==> src/rtl/entrada_pkg.sv <==
// Shared types and constants for the digit-entry block.
//   estado_t   : entry FSM states (empty / typing / full)
//   TECLA_*    : key codes of the edit keys
//   eh_digito  : true for key codes 0x0..0x9
package entrada_pkg;

  typedef enum logic [1:0] {
    VAZIO     = 2'd0,
    DIGITANDO = 2'd1,
    CHEIO     = 2'd2
  } estado_t;

  localparam logic [3:0] TECLA_CONFIRMA = 4'hA;
  localparam logic [3:0] TECLA_APAGA    = 4'hB;
  localparam logic [3:0] TECLA_LIMPA    = 4'hC;

  function automatic logic eh_digito(input logic [3:0] value);
    return value <= 4'd9;
  endfunction

endpackage

==> src/rtl/detector_de_borda.sv <==
// Registered rising-edge detector.
//   clk, rst : clock, asynchronous active-high reset
//   sinal    : level input
//   borda    : high while sinal is 1 and was 0 on the previous clock
// RESET_VALUE sets the remembered level after reset; 1 makes a level that is
// already high through reset wait for a release before it counts as an edge.
module detector_de_borda #(
  parameter bit RESET_VALUE = 1'b0
) (
  input  logic clk,
  input  logic rst,
  input  logic sinal,
  output logic borda
);

  logic sinal_q;

  always_ff @(posedge clk or posedge rst) begin
    if (rst) sinal_q <= RESET_VALUE;
    else     sinal_q <= sinal;
  end

  assign borda = sinal & ~sinal_q;

endmodule

==> src/rtl/entrada_de_digitos.sv <==
// Keypad digit entry: turns decoded key presses into single events, builds a
// BCD entry buffer, handles confirm/backspace/clear and an inactivity timeout.
//   clk, rst       : clock, asynchronous active-high reset
//   tecla_value    : key code, sampled only on the press edge
//   tecla_valid    : level, high while a key is held
//   digitos        : live buffer, newest digit in [3:0]
//   num_digitos    : digits currently held
//   entrada_valor  : last confirmed entry, held until the next confirm
//   entrada_qtd    : digit count of entrada_valor
//   entrada_pronta : one-cycle pulse, new confirmed entry
//   cheio          : buffer full
//   erro           : one-cycle pulse, rejected event
//   timeout        : one-cycle pulse, partial entry discarded by inactivity
module entrada_de_digitos
  import entrada_pkg::*;
#(
  parameter int unsigned MAX_DIGITS     = 4,
  parameter int unsigned TIMEOUT_CYCLES = 1000
) (
  input  logic                              clk,
  input  logic                              rst,
  input  logic [3:0]                        tecla_value,
  input  logic                              tecla_valid,
  output logic [4*MAX_DIGITS-1:0]           digitos,
  output logic [$clog2(MAX_DIGITS+1)-1:0]   num_digitos,
  output logic [4*MAX_DIGITS-1:0]           entrada_valor,
  output logic [$clog2(MAX_DIGITS+1)-1:0]   entrada_qtd,
  output logic                              entrada_pronta,
  output logic                              cheio,
  output logic                              erro,
  output logic                              timeout
);

  localparam int unsigned BW = 4 * MAX_DIGITS;
  localparam int unsigned CW = $clog2(MAX_DIGITS + 1);
  localparam int unsigned TW = (TIMEOUT_CYCLES > 1) ? $clog2(TIMEOUT_CYCLES) : 1;

  localparam logic [CW-1:0] CNT_MAX  = CW'(MAX_DIGITS);
  localparam logic [TW-1:0] TMR_LAST = TW'((TIMEOUT_CYCLES == 0) ? 0 : TIMEOUT_CYCLES - 1);

  estado_t       state_q, state_d;
  logic [BW-1:0] dig_q, dig_d;
  logic [CW-1:0] cnt_q, cnt_d;
  logic [BW-1:0] valor_q, valor_d;
  logic [CW-1:0] qtd_q, qtd_d;
  logic          pronta_q, pronta_d;
  logic          erro_q, erro_d;
  logic          timeout_q, timeout_d;
  logic [TW-1:0] timer_q, timer_d;

  logic          evento;
  logic          expira;
  logic [BW-1:0] dig_push;
  logic [CW-1:0] cnt_inc;

  // Reset value 1: a key held through reset is not an event until released.
  detector_de_borda #(
    .RESET_VALUE (1'b1)
  ) u_borda (
    .clk   (clk),
    .rst   (rst),
    .sinal (tecla_valid),
    .borda (evento)
  );

  // State register
  always_ff @(posedge clk or posedge rst) begin
    if (rst) begin
      state_q   <= VAZIO;
      dig_q     <= '0;
      cnt_q     <= '0;
      valor_q   <= '0;
      qtd_q     <= '0;
      pronta_q  <= 1'b0;
      erro_q    <= 1'b0;
      timeout_q <= 1'b0;
      timer_q   <= '0;
    end else begin
      state_q   <= state_d;
      dig_q     <= dig_d;
      cnt_q     <= cnt_d;
      valor_q   <= valor_d;
      qtd_q     <= qtd_d;
      pronta_q  <= pronta_d;
      erro_q    <= erro_d;
      timeout_q <= timeout_d;
      timer_q   <= timer_d;
    end
  end

  // Next state
  always_comb begin
    state_d   = state_q;
    dig_d     = dig_q;
    cnt_d     = cnt_q;
    valor_d   = valor_q;
    qtd_d     = qtd_q;
    pronta_d  = 1'b0;
    erro_d    = 1'b0;
    timeout_d = 1'b0;
    timer_d   = timer_q;

    dig_push      = dig_q << 4;
    dig_push[3:0] = tecla_value;
    cnt_inc       = cnt_q + CW'(1);

    if (evento || state_q == VAZIO) begin
      timer_d = '0;
    end else if (timer_q != '1) begin
      timer_d = timer_q + TW'(1);
    end

    expira = (TIMEOUT_CYCLES != 0) && (state_q != VAZIO) && (timer_q == TMR_LAST);

    unique case (state_q)
      VAZIO, DIGITANDO, CHEIO: begin
        if (evento) begin
          if (eh_digito(tecla_value)) begin
            if (state_q == CHEIO) begin
              erro_d = 1'b1;
            end else begin
              dig_d   = dig_push;
              cnt_d   = cnt_inc;
              state_d = (cnt_inc == CNT_MAX) ? CHEIO : DIGITANDO;
            end
          end else begin
            case (tecla_value)
              TECLA_CONFIRMA: begin
                if (state_q == VAZIO) begin
                  erro_d = 1'b1;
                end else begin
                  valor_d  = dig_q;
                  qtd_d    = cnt_q;
                  pronta_d = 1'b1;
                  dig_d    = '0;
                  cnt_d    = '0;
                  state_d  = VAZIO;
                end
              end
              TECLA_APAGA: begin
                if (state_q != VAZIO) begin
                  dig_d   = dig_q >> 4;
                  cnt_d   = cnt_q - CW'(1);
                  state_d = (cnt_q == CW'(1)) ? VAZIO : DIGITANDO;
                end
              end
              TECLA_LIMPA: begin
                dig_d   = '0;
                cnt_d   = '0;
                state_d = VAZIO;
              end
              default: ;  // 0xD..0xF only restart the timer
            endcase
          end
        end else if (expira) begin
          dig_d     = '0;
          cnt_d     = '0;
          state_d   = VAZIO;
          timeout_d = 1'b1;
        end
      end
      default: begin
        // Unused encoding: recover to a clean empty buffer.
        dig_d   = '0;
        cnt_d   = '0;
        state_d = VAZIO;
        timer_d = '0;
      end
    endcase
  end

  // Outputs
  always_comb begin
    digitos        = dig_q;
    num_digitos    = cnt_q;
    entrada_valor  = valor_q;
    entrada_qtd    = qtd_q;
    entrada_pronta = pronta_q;
    erro           = erro_q;
    timeout        = timeout_q;
    cheio          = (state_q == CHEIO);
  end

endmodule

==> config.mk <==
export PLATFORM = sky130hd
export DESIGN_NAME = entrada_de_digitos
export DESIGN_NICKNAME = d
export VERILOG_FILES = /design/src/rtl/entrada_pkg.sv /design/src/rtl/detector_de_borda.sv /design/src/rtl/entrada_de_digitos.sv
export SDC_FILE = /design/constraint.sdc
export NUM_CORES = 1
export LEC_CHECK = 0
export ABC_AREA = 1
export CAP_MARGIN = 0
export CORE_MARGIN = 5
export CORE_UTILIZATION = 40
export DETAILED_ROUTE_END_ITERATION = 8
export GPL_TIMING_DRIVEN = 0
export PLACE_DENSITY = 0.63
export SETUP_SLACK_MARGIN = 0.15
export SYNTH_ARGS = -nofsm -noshare
export SYNTH_HDL_FRONTEND = slang
export SYNTH_SLANG_ARGS = --single-unit
==> constraint.sdc <==
create_clock -name clk -period 1.7 [get_ports clk]
set_input_delay 0.34 -clock clk [delete_from_list [all_inputs] [get_ports clk]]
set_output_delay 0.34 -clock clk [all_outputs]
set_load 0.01 [all_outputs]
== Word-level counts from Yosys, hierarchy flattened ==
Index checks and enable logic that the tools add are counted.
Storage, ports and cells
  register bits after elaboration: 54
  bits in latches: 0
  memory bits (writable): 0
  ROM bits: 0
  bits of input ports: 7
  output and inout port bits: 42
  memories kept: 0
Cells by class
  $add $sub $neg: 3
  multiply operators: 0
  divide/modulo/power cells: 0
  magnitude comparators: 1
  eq/ne operators: 15
  shifts and indexed selects: 0
  mux-type cells: 43
  bitwise operators: 4
  reductions and logical operators: 7
Operator list (count)
  two-way mux 16 bit: 7
  one-hot mux 16 bit (3 select lines): 1
  two-way mux 10 bit: 3
  two-way mux 3 bit: 7
  two-way mux 2 bit: 8
  two-way mux 1 bit: 15
  == test 4 bit, second input constant: 3
  adder 10 x 1 -> 10 bit, second input constant: 1
  == test 10 bit, second input constant: 1
  != test 10 bit, second input constant: 1
  != test 5 bit, second input constant: 2
  AND reduction 5 bit: 2
  one-hot mux 3 bit (3 select lines): 1
  != test 3 bit, second input constant: 2
  != test 6 x 3 -> 1 bit, second input constant: 1
  one-hot mux 2 bit (3 select lines): 1
  <= comparator 4 bit, second input constant: 1
  != test 4 bit, second input constant: 1
  adder 3 x 1 -> 3 bit, second input constant: 1
  == test 3 x 1 -> 1 bit, second input constant: 1
  == test 3 bit, second input constant: 1
  inverter 1 bit: 3
  OR reduction 3 bit: 1
  subtractor 3 x 1 -> 3 bit, second input constant: 1
  7 further kinds: 7

== Depth between registers and ports, before layout ==
  word-level depth: 7
  depth in mapped cells: 11

== Hierarchy ==
A second synthesis with hierarchy kept.
Second synthesis, totals
  cell total of the unflattened synthesis: 358
  area, all modules: 2761.4 sq um
By module, submodules not included
  entrada_de_digitos: instances 1, cells each 354, area an instance 2721.4 sq um
  detector_de_borda: instances 1, cells each 4, area an instance 40.0 sq um

== Least setup slack after synthesis ==
No wires, ideal clock.
  path type: register to register
  start point: register u_borda.sinal_q
  end point: register timer_q[0]
  arrival time: 1287 ps
  slack: 287 ps
  cell stages (with the launch flop): 9
  cell sequence: dfstp_2 inv_2 nand2_1 nand2_1 nor3_1 nand2_1 buf_2 nor2_1 a21oi_1
On the way
  word-level cells in the longest chain between the ends: 5
  elaborated cells between the ends (all ways): 6
  those cells by class: eq/ne: 1; mux: 2; bitwise: 2; reduce/logical: 1
Ends and longest elaborated chain
  start, declared: RTL line detector_de_borda.sv:16  | logic sinal_q;
  start signal, assigned: RTL line detector_de_borda.sv:20  | else sinal_q <= sinal;
  inverter 1 bit *: RTL line detector_de_borda.sv:23  | assign borda = sinal & ~sinal_q;
  bitwise AND 1 bit *: RTL line detector_de_borda.sv:23
  logical OR 1 bit *: RTL line entrada_de_digitos.sv:107  | if (evento || state_q == VAZIO) begin
  two-way mux 10 bit: RTL line entrada_de_digitos.sv:107
  two-way mux 10 bit: RTL line entrada_de_digitos.sv:115  | unique case (state_q)
  end signal, assigned: RTL line entrada_de_digitos.sv:87  | timer_q <= timer_d;
  end, declared: RTL line entrada_de_digitos.sv:49  | logic [TW-1:0] timer_q, timer_d;
Every way passes the cells marked *; elsewhere a longest branch is shown, timed or not.
A chain may end at the register's enable or synchronous reset.

== Final worst setup path ==
  start point: register timer_q[7]
  end point: register state_q[0]
On the way
  word-level cells in the longest chain between the ends: 4
Ends and longest elaborated chain
  == test 10 bit: RTL line entrada_de_digitos.sv:113  | expira = (TIMEOUT_CYCLES != 0) && (state_q != VAZIO) && (timer_q == TMR_LAST);
  logical AND 1 bit: RTL line entrada_de_digitos.sv:113
  != test 3 bit (no line)
  AND reduction 5 bit (no line)
  end signal, assigned: RTL line entrada_de_digitos.sv:79  | state_q <= state_d;
  end, declared: RTL line entrada_de_digitos.sv:41  | estado_t state_q, state_d;
No other way between the ends.

==> results.toml <==
[worst_setup_path]
r2r_setup_slack_ns = 0.13
cp-end-kind = "flop"
cp.arrival_ns = 1.77
rr_worst_depth = 8
path_class = "flop to flop"
worstPathMaxFanout = 5
r2r-end = "state_q[0]$_DFFE_PP0P_"
critical_path_required_ns = 1.90
critPathLaunchType = "flop"
r2r-start = "timer_q[7]$_DFFE_PP0P_"

[global_route]
grt_util_met2_pct = 26.6
grtUsageMet3_pct = 2.49
grt_pass1_wl_um = 11300
grt.total_usage_pct = 16.0
first_global_vias = 2437
grt_start_max_net_pins = 55
top_usage_layer = "met2"
antenna_found_initial = 0
grt.overflow.total = 0
use_met1_pct = 21.5

[logic_synthesis]
ys_ff_latch = 54
syn_avg_cell_area_um2 = 7.69
ys_types = 25
syn_inst = 361
syn_nets = 373
synth-edff-count = 0
synthFlopType = "dfrtp_1"
synth_warnings = 0
synth-seq-area-share_pct = 48.7
syn-cell-area_mm2 = 0.00278
async_flop_share_pct = 100

[clock_tree]
htree_levels = 2
cts_tree = "done"
cts-root-buf = "clkbuf_8"
cts_buffers = 5
clkSinkCount = 54
holdBufCountCts = 0
insertion_delay_ns = 0.31
clk_pin_slew_ns = 0.10
cts_buffer_depth = 2

[drt]
wl_um = 7360
dr.first_iter.drc_count = 137
avgRoutedWirePerCell_um = 13.9
first_pass_iters = 4
drcViolationCount = 0
ant_nets = 0
vias = 2655
via_per_inst = 5.02

[placed_design]
dp.cells = 489
gp_congestion = 0.881
post_dp_cell_area_mm2 = 0.00336
hpwl_um = 4830
io_buffer_count = 48
pre_cts_slack_ns = -0.404

[floorplanning]
die_h_um = 93.3
start_util_pct = 41.1
dieArea_mm2 = 0.00870
core_mm2 = 0.00676
num_io_pins = 49
rows = 30
dieWidth_um = 93.3

[hold_path]
worstHoldPathType = "input pin to flop"
whs_endpoint = "u_borda.sinal_q$_DFF_PP1_"
min_from = "tecla_valid"
worstHoldPathCells = 1

[timing]
setup_viol = 0
fin_crit_ns = 1.57
fin_skew_ns = 0.00697
setup_slack_ns = 0.126
hold_viol = 0
rsz0062_at_grt = "true"
slew_violations = 0
clock.fmax_ghz = 0.635
slew-limit-headroom_pct = 23.9
period_share_pct = 92.6
worst_pin_slew_ns = 1.14
holdWs_ns = 0.217

[power]
peakVddDrop_mv = 0.387
p_int_w = 0.00182
p_sw_share_pct = 26.1
p_switching_w = 0.000643
p_comb_share_pct = 14.0
power.share.clock_pct = 32.1
power.density_mw_per_mm2 = 624
p_leak_nw = 2.30
seqPwrFrac_pct = 53.9

[run]
max-cap-violations = 0

[final_layout]
fin_area_mm2 = 0.00394
syn_to_final_growth_pct = 42.0
nets = 460
fillers = 644
fin_cells = 529
drive_above_1_share_pct = 26.1
diodes = 0

[run_status]
outcome = "finished, final reports clean"
[metal layers]
layer	vias to the layer above	routed length [um]	part of all wire (%)
li1	1319	-	-
met1	1249	3140	43
met2	76	3720	50
met3	11	426	5.8
met4	0	79	1.1
met5	-	0	0
[critical path, stage by stage, from the launching register on]
cell	delay [ns]
dfrtp_1	0.45
inv_1	0.07
nor3_1	0.21
nand3_2	0.14
nand2_2	0.14
nand3b_4	0.15
clkbuf_16	0.21
nand2_2	0.05
nand2_1	0.04
[layout make-up]
type	instances	area [um^2]	share of cell area, %
plain buffers	14	125	3.18
clock buffers	7	96.3	2.45
clock inverters	1	8.76	0.222
inverters	31	120	3.05
multi-input cells	262	1380	34.9
flip-flops and latches	54	1360	34.5
well taps	80	100	2.54
repair buffers	80	754	19.1
[synth_stat cells (3+ instances only)]
| cell | n | area [um^2] |
|---|---|---|
| nand2_1 | 134 | 503 |
| a21oi_1 | 19 | 95.1 |
| o21ai_0 | 3 | 15.0 |
| nand3_1 | 44 | 220 |
| nor2_2 | 5 | 31.3 |
| buf_6 | 5 | 56.3 |
| o21ai_1 | 7 | 35.0 |
| buf_2 | 7 | 35.0 |
| nor2_1 | 28 | 105 |
| a31oi_1 | 3 | 18.8 |
| inv_1 | 26 | 97.6 |
| nand2_2 | 5 | 31.3 |
| inv_2 | 5 | 18.8 |
| ha_1 | 5 | 62.6 |
| dfrtp_1 | 53 | 1330 |
[cells in the final DEF, fill, tap and decap left out, drive strengths merged]
master | Yosys | routed
clkdlybuf4s50 | 0 | 4
nand3 | 45 | 45
clkbuf | 2 | 11
a31oi | 3 | 3
dfstp | 1 | 1
a21oi | 20 | 20
o21ai | 10 | 10
nor2 | 34 | 34
a22oi | 1 | 1
nand3b | 1 | 1
ha | 5 | 5
nand4 | 1 | 1
dlymetal6s2s | 0 | 15
clkinvlp | 0 | 1
dlygate4sd2 | 0 | 27
dfrtp | 53 | 53
nand2 | 139 | 139
buf | 12 | 43
clkinv | 0 | 1
clkdlybuf4s15 | 0 | 1
inv | 31 | 30
a31o | 1 | 1
nor3 | 2 | 2
[power groups by stage]
stage	Sequential, W	Combinational, W	Clock (W)
after global placement	0.00135	0.000258	0
after global routing	0.00133	0.000380	0.000857
after detailed placement	0.00136	0.000262	0
after CTS	0.00132	0.000287	0.000805
after floorplan	0.00136	0.000163	0
final	0.00133	0.000344	0.000790
[registers in the layout, indices dropped and copies added, names as in the netlist, 2 cells and up]
| name | flops |
|---|---|
| entrada_qtd | 3 |
| state_q | 2 |
| timer_q | 10 |
| digitos | 16 |
| entrada_valor | 16 |
| num_digitos | 3 |
[logic make-up after synthesis]
family / after synthesis / synth area share, %
buffers and inverters: 45 / 7.75
AO/OA/AOI/OAI: 35 / 7.08
adder cells (fa/ha/maj): 5 / 2.25
flip-flops: 54 / 48.7
AND/OR/NAND/NOR: 222 / 34.2
[worst max path at each step]
stage                                         start                            end  slack [ns]  cells after the start
after floorplan           u_borda.sinal_q$_DFF_PP1_         timer_q[0]$_DFFE_PP0P_        0.29                      8
after global placement               tecla_value[1]  entrada_valor[10]$_DFFE_PP0P_       -0.37                      9
after detailed placement             tecla_value[1]   entrada_valor[1]$_DFFE_PP0P_       -0.40                      9
after CTS                               tecla_valid         digitos[2]$_DFFE_PP0P_        0.08                      8
after global routing         timer_q[7]$_DFFE_PP0P_         digitos[2]$_DFFE_PP0P_        0.02                      8
final                        timer_q[7]$_DFFE_PP0P_         state_q[0]$_DFFE_PP0P_        0.13                      8
[repair_timing]
item | in CTS | in global routing
gates resized for setup | 44 | 69
gates cloned | 0 | 2
setup endpoints to repair | 78 | 60
pin swaps | 1 | 23
hold endpoints to repair | 0 | 0
buffers inserted | 20 | 10
[through the flow]
step	setup TNS, ns	utilization [%]	total power [W]
after floorplan	0	-	0.00152
after global routing	0	58.3	0.00257
after detailed placement	-13.95	49.7	0.00162
after global placement	-12.65	49.7	0.00161
final	0	58.3	0.00246
after CTS	0	53.7	0.00241
Note: power is estimated with default switching activity, not from simulation.
